File: src/rtl/fetch_stage.sv
// Instruction fetch stage: drives the PC register and instruction memory and
// buffers returning instructions in a 2-entry FIFO for decode. Redirect
// flushes all buffered and in-flight work.
module fetch_stage #(
  parameter int AW = 8,
  parameter int IW = 32
) (
  input  logic          clk,
  input  logic          reset,
  input  logic [AW-1:0] pc_addr,
  output logic          pc_en,
  output logic [AW-1:0] next_pc,
  input  logic          redirect,
  input  logic [AW-1:0] redirect_target,
  output logic          imem_rd,
  output logic [AW-1:0] imem_addr,
  input  logic [IW-1:0] imem_data,
  output logic [IW-1:0] inst,
  output logic [AW-1:0] inst_pc,
  output logic          inst_valid,
  input  logic          inst_ready
);

  // FIFO storage and bookkeeping
  logic [IW-1:0] r_inst_q [2];
  logic [AW-1:0] r_pc_q   [2];
  logic          r_rd_ptr;
  logic          r_wr_ptr;
  logic [1:0]    r_count;

  // Read issued last cycle, and the address it was issued for
  logic          r_inflight;
  logic [AW-1:0] r_tag;

  logic          w_pop;
  logic          w_push;
  logic          w_issue;
  logic [2:0]    w_level;

  // Handshake, credit check and PC / memory drive
  always_comb begin
    inst_valid = (r_count != 2'd0);
    inst       = r_inst_q[r_rd_ptr];
    inst_pc    = r_pc_q[r_rd_ptr];
    w_pop      = inst_valid & inst_ready;
    // Entries that will be occupied after this edge, counting the read
    // still in flight; a new read is only issued if it is sure to fit.
    w_level    = {1'b0, r_count} + {2'b00, r_inflight} - {2'b00, w_pop};
    w_issue    = !reset && !redirect && (w_level < 3'd2);
    // Returning data belongs to a stale path when redirect is high
    w_push     = r_inflight & !redirect;
    imem_rd    = w_issue;
    imem_addr  = pc_addr;
    pc_en      = !reset && (w_issue || redirect);
    next_pc    = redirect ? redirect_target : pc_addr + AW'(1);
  end

  // FIFO: push returning data, pop on accept, flush on redirect
  always_ff @(posedge clk or posedge reset) begin
    if (reset) begin
      r_inst_q[0] <= '0;
      r_inst_q[1] <= '0;
      r_pc_q[0]   <= '0;
      r_pc_q[1]   <= '0;
      r_rd_ptr    <= 1'b0;
      r_wr_ptr    <= 1'b0;
      r_count     <= 2'd0;
    end else if (redirect) begin
      r_rd_ptr <= 1'b0;
      r_wr_ptr <= 1'b0;
      r_count  <= 2'd0;
    end else begin
      if (w_push) begin
        r_inst_q[r_wr_ptr] <= imem_data;
        r_pc_q[r_wr_ptr]   <= r_tag;
        r_wr_ptr           <= ~r_wr_ptr;
      end
      if (w_pop) r_rd_ptr <= ~r_rd_ptr;
      r_count <= r_count + {1'b0, w_push} - {1'b0, w_pop};
    end
  end

  // In-flight flag and address tag of the outstanding read
  always_ff @(posedge clk or posedge reset) begin
    if (reset) begin
      r_inflight <= 1'b0;
      r_tag      <= '0;
    end else begin
      r_inflight <= w_issue;
      if (w_issue) r_tag <= pc_addr;
    end
  end

endmodule

File: config.mk
export PLATFORM = sky130hd
export DESIGN_NAME = fetch_stage
export DESIGN_NICKNAME = d
export VERILOG_FILES = /design/src/rtl/fetch_stage.sv
export SDC_FILE = /design/constraint.sdc
export NUM_CORES = 1
export LEC_CHECK = 0
export ABC_AREA = 1
export CAP_MARGIN = 20
export CORE_MARGIN = 1
export CORE_UTILIZATION = 45
export CTS_CLUSTER_DIAMETER = 120
export DETAILED_ROUTE_END_ITERATION = 7
export GPL_ROUTABILITY_DRIVEN = 0
export PLACE_DENSITY = 0.82
export SLEW_MARGIN = 10
export SYNTH_ARGS = -nofsm -noshare
export SYNTH_HDL_FRONTEND = slang
export SYNTH_SLANG_ARGS = --single-unit
File: constraint.sdc
create_clock -name clk -period 3.9 [get_ports clk]
set_clock_uncertainty 0.15 [all_clocks]
set_input_delay 0.585 -clock clk [delete_from_list [all_inputs] [get_ports clk]]
set_output_delay 0.585 -clock clk [all_outputs]
set_load 0.01 [all_outputs]
# == After elaboration in Yosys (flattened, before gate mapping) ==
# Cells that the tools add are included.
# W data, S select, Z words.
# totals
register_bits,93
wordCells,54
# op_classes
add_sub_neg,5
n_lt_le_gt_ge,4
muxes,18
bitwise,7
n_reduce_logical,11
# op_table
cell,n
$mux W32,4
$bwmux W64,1
$mux W8,5
$demux W32 S1,1
$bwmux W16,1
$add A8 B1 Y8 const B,1
$demux W8 S1,1
$reduce_bool A2 Y1,3
$ge A2 B2 Y1 const B,2
$logic_and A1 B1 Y1,4
$mux W1,4
$not A1 Y2,2
$add A2 B1 Y3,1
$lt A3 B2 Y1 const B,1
$not A1 Y1,3
$sub A3 B1 Y3,1
$add A2 B1 Y2,1
$and A1 B1 Y1,2
$logic_not A1 Y1,2
$lt A2 B1 Y1 const B,1
$mux W2,1
$reduce_and A2 Y1,1
$sub A2 B1 Y2,1
$logic_or A1 B1 Y1,1

# == Depth between registers and ports, before layout ==
# Gate-level depths: netlist (run 1).
# logic_depth
word_depth,7
mapped_depth,13
mapped_depth_nobuf,13

# == Worst setup path before layout (run 1) ==
# No wires, ideal clock.
# synth_timing
path_type,input to output
startpoint,in reset
endpoint,out pc_en
t_arrival_ps,3305
required_ps,3165
setup_slack_ps,-140
cell_stages,6
path_buffers,1
path_cell_list,inv_1 nand2_1 nor2_1 nand2_1 buf_2 a21oi_1
# synth_between
elab_chain_len,5
# synth_rtl
element,line,text
start: declaration,9,"input logic reset,"
$logic_not A1 Y1 (no source line) (*),--,
$logic_and A1 B1 Y1 (2 in a row),49,w_issue = !reset && !redirect && (w_level < 3'd2);
$logic_or A1 B1 Y1,54,pc_en = !reset && (w_issue || redirect);
$logic_and A1 B1 Y1 (*),54,
end: declaration,11,"output logic pc_en,"
# Mark *: on every way between the ends. The rest lies on a longest branch, timed or not.

# == Worst setup path after layout (run 1) ==
# layout_timing
startpoint,in inst_ready
endpoint,out pc_en
# layout_between
elab_chain_len,6
# layout_rtl
element,line,text
start: declaration,21,input logic inst_ready
$and A1 B1 Y1,45,w_pop = inst_valid & inst_ready;
$sub A3 B1 Y3,48,"w_level = {1'b0, r_count} + {2'b00, r_inflight} - {2'b00, w_pop};"
$lt A3 B2 Y1,49,
$logic_and A1 B1 Y1,49,
$logic_or A1 B1 Y1,54,
$logic_and A1 B1 Y1,54,
# Every way passes these cells.

==> reports/results.ini, run 1 <==
[synth]
netlist_area_um2=4520
synth_xor_area_share_pct=0.388
avgSynthCellArea_um2=8.18
synth_top_family_by_area=simple AND/OR/NAND/NOR gates
ys_top_cells_by_area=dfrtp_1 52%, nand2_1 20%, o21ai_2 7.8%, o21ai_0 5.5%, inv_1 4.7%
yosys.area.top_type=dfrtp_1
synth_simple_gate_area_share_pct=22.0
synth-compound-area-share_pct=14.2
yosys_register_bits=93
synthAdderAreaFrac_pct=1.55
syn_nets=609
synthMuxAreaShare_pct=0
yosysWarnings=0
yosysSeqAreaShare_pct=51.5
synth_top_cell_area_share_pct=51.5
synth.distinct_cells=22
synthCells=552

[clock_network]
clkLatencyLatePin_ns=0.36
cts.sinks=93
post_cts.repair.setup_buffers=0
cts_root_buffer=clkbuf_8
clk_path_buf_depth=2
h-tree-depth=3
cts_made_buffers=9
cts_tree=yes
path_clk_slew_ns=0.08

[critical_path]
cp_slowest_cell=fa_1
crit_arrival_ns=2.90
crit_required_ns=3.16
critical_path.max_fanout=3
critical_path.top_delay_family=buffers and inverters
worst-path-buf-inv=3
slowest_delay_ns=0.48
cpMostUsedCell=nand2_1
crit_type=input pin to output port
start_kind=input pin
end_kind=output port
worstPathCellList=clkdlybuf4s50_1 > nand2_1 > inv_1 > ha_1 > or2_2 > fa_1 > nand2_1 > nor2_1 > nand2_1 > a21oi_1 > dlygate4sd2_1

[timing]
post-route-period-util_pct=93.2
slew_violations=0
finalHoldViolCount=0
maxSlewHeadroom_pct=48.2
tightestPinTransition_ns=0.776
whs_ns=0.336
setup_viol=0
tns_ns=0
finalWorstSetupSlack_ns=0.264
fmax_mhz=275
min_period_ns=3.64
grt_setup_unrepaired=false

[layout]
stdcell_area_um2=5820
areaGrowthSynthToFinish_pct=28.8
instances_no_fill=783
final_cell_mix=242 x nand2_1, 108 x clkdlybuf4s50_1, 92 x dfrtp_1
fin_util_pct=59.5
mostFrequentLayoutCell=nand2_1
antenna_cells=0
drive_above_1_share_pct=10.8
fin_nets=702

[detailed_routing]
top_layer=met4
drt_iter0_markers=170
dr.pass1.iters=4
drt-total-wl_um=9640
via_per_inst=4.80
wl_met2_um=4800
wl_met1_um=4230
drc=0
wl_met3_um=472
num_vias=3755
wire_per_inst_um=12.3
drtAntennaViolNets=0

[run_status]
status=finished clean

[placement]
dpl_cell_area_um2=5620
numPlacedInstances=767
dp_hpwl_um=6500
numPortBuffers=110
pre_cts_slack_ns=-0.0260

[floorplan]
num_rows=36
die_w_um=102
ios=111
die_h_um=102
floorplan.initialDensity_pct=46.2
core-area_um2=9770
die-area_um2=10400

[power_and_ir_drop]
peakVddDrop_mv=0.404
pwr_density_cell_nw_per_um2=684
power.leakage_nw=2.96
power_mw=3.98

[global_routing]
antenna_found_initial=0
track_usage_pct=19.9
grt_max_degree=81
grt_pass1_vias=3730
grt_overflow=0
grt_pass1_wl_um=16000

[hold_path]
min_path_type=flop to flop

[job]
maxCapViolCount=0

-- routing by layer --
metal	vias up	track usage, %
met1	1764	22.9
met2	99	35.9
met5	-	0
met4	0	7.80
met3	13	4.58
li1	1879	-
-- worst min-delay path, delay by kind of cell (launching register included) --
kind	cells	cell delay, ns
flip-flops	1	0.35
AND/OR/NAND/NOR	1	0.06
AO/OA/AOI/OAI	1	0.05
-- Yosys cell counts, drive strengths merged --
cell and number:
nand2 242, dfrtp 93, o21ai 90, inv 58
buf 27, clkbuf 10, nand3 8, nor2 8
a21oi 5, ha 4, or2 2, fa 1
o211ai 1, o31ai 1, xnor2 1, xor2 1
-- logic make-up (layout without fill, tap and decap cells) --
kind of cell             count (synthesis)  count (layout)
AND/OR/NAND/NOR                        260             260
flip-flops                              93              93
AO/OA/AOI/OAI                           97              97
adder cells (fa/ha/maj)                  5               5
buffers and inverters                   95             193
XOR/XNOR                                 2               2
-- layout make-up --
| class | instances | area [µm²] |
|---|---|---|
| multi-input cells | 364 | 1730 |
| repair buffers | 119 | 1180 |
| well taps | 133 | 166 |
| fillers | 867 | 3960 |
| inverters | 58 | 221 |
| clock inverters | 4 | 47.5 |
| clock buffers | 12 | 145 |
| flip-flops and latches | 93 | 2330 |
-- repair_timing --
action,in CTS,in global routing
resized for setup,1,2
hold buffers,0,0
endpoints found under the setup margin,1,1
-- state kept, by name, summed over array words and instances (netlist names) --
register,count
r_count,2
r_inflight,1
r_inst_q,64
r_pc_q,16
r_rd_ptr,1
r_tag,8
r_wr_ptr,1
-- final timing paths --
path / slack [ns] / from / cells past startpoint / endpoint
setup / recovery: 0.26 / inst_ready / 11 / pc_en
hold / removal: 0.34 / r_inst_q[38] / 2 / r_inst_q[38]
setup reg to reg: 1.27 / r_count[1] / 13 / r_tag[3]
hold reg to reg: 0.34 / r_inst_q[38] / 2 / r_inst_q[38]
max in group asynchronous: 1.87 / reset / 4 / r_pc_q[8]
min in group asynchronous: 0.61 / reset / 3 / r_count[0]
-- report_power, final --
group          total, mW  leakage [nW]  internal [mW]  switching, mW
sequential          1.56          1.21           1.35          0.209
combinational       1.78          1.66          0.871          0.913
clock              0.633        0.0964          0.312          0.321
No activity file was read; power rests on OpenSTA's default activity.
==> run 2, diff against run 1 <==
--- a/config.mk
+++ b/config.mk
@@ -9,7 +9,7 @@
 export CAP_MARGIN = 20
 export CORE_MARGIN = 1
 export CORE_UTILIZATION = 45
-export CTS_CLUSTER_DIAMETER = 120
+export CTS_CLUSTER_DIAMETER = 30
 export DETAILED_ROUTE_END_ITERATION = 7
 export GPL_ROUTABILITY_DRIVEN = 0
 export PLACE_DENSITY = 0.82
==> results of run 2 <==
Same layout as run 1: the final DEF is identical, and so are final timing and power.
==> run 3, diff against run 2 <==
--- a/config.mk
+++ b/config.mk
@@ -10,6 +10,7 @@
 export CORE_MARGIN = 1
 export CORE_UTILIZATION = 45
 export CTS_CLUSTER_DIAMETER = 30
+export CTS_CLUSTER_SIZE = 20
 export DETAILED_ROUTE_END_ITERATION = 7
 export GPL_ROUTABILITY_DRIVEN = 0
 export PLACE_DENSITY = 0.82
==> results of run 3 <==
Same layout as run 1: the final DEF is identical, and so are final timing and power.
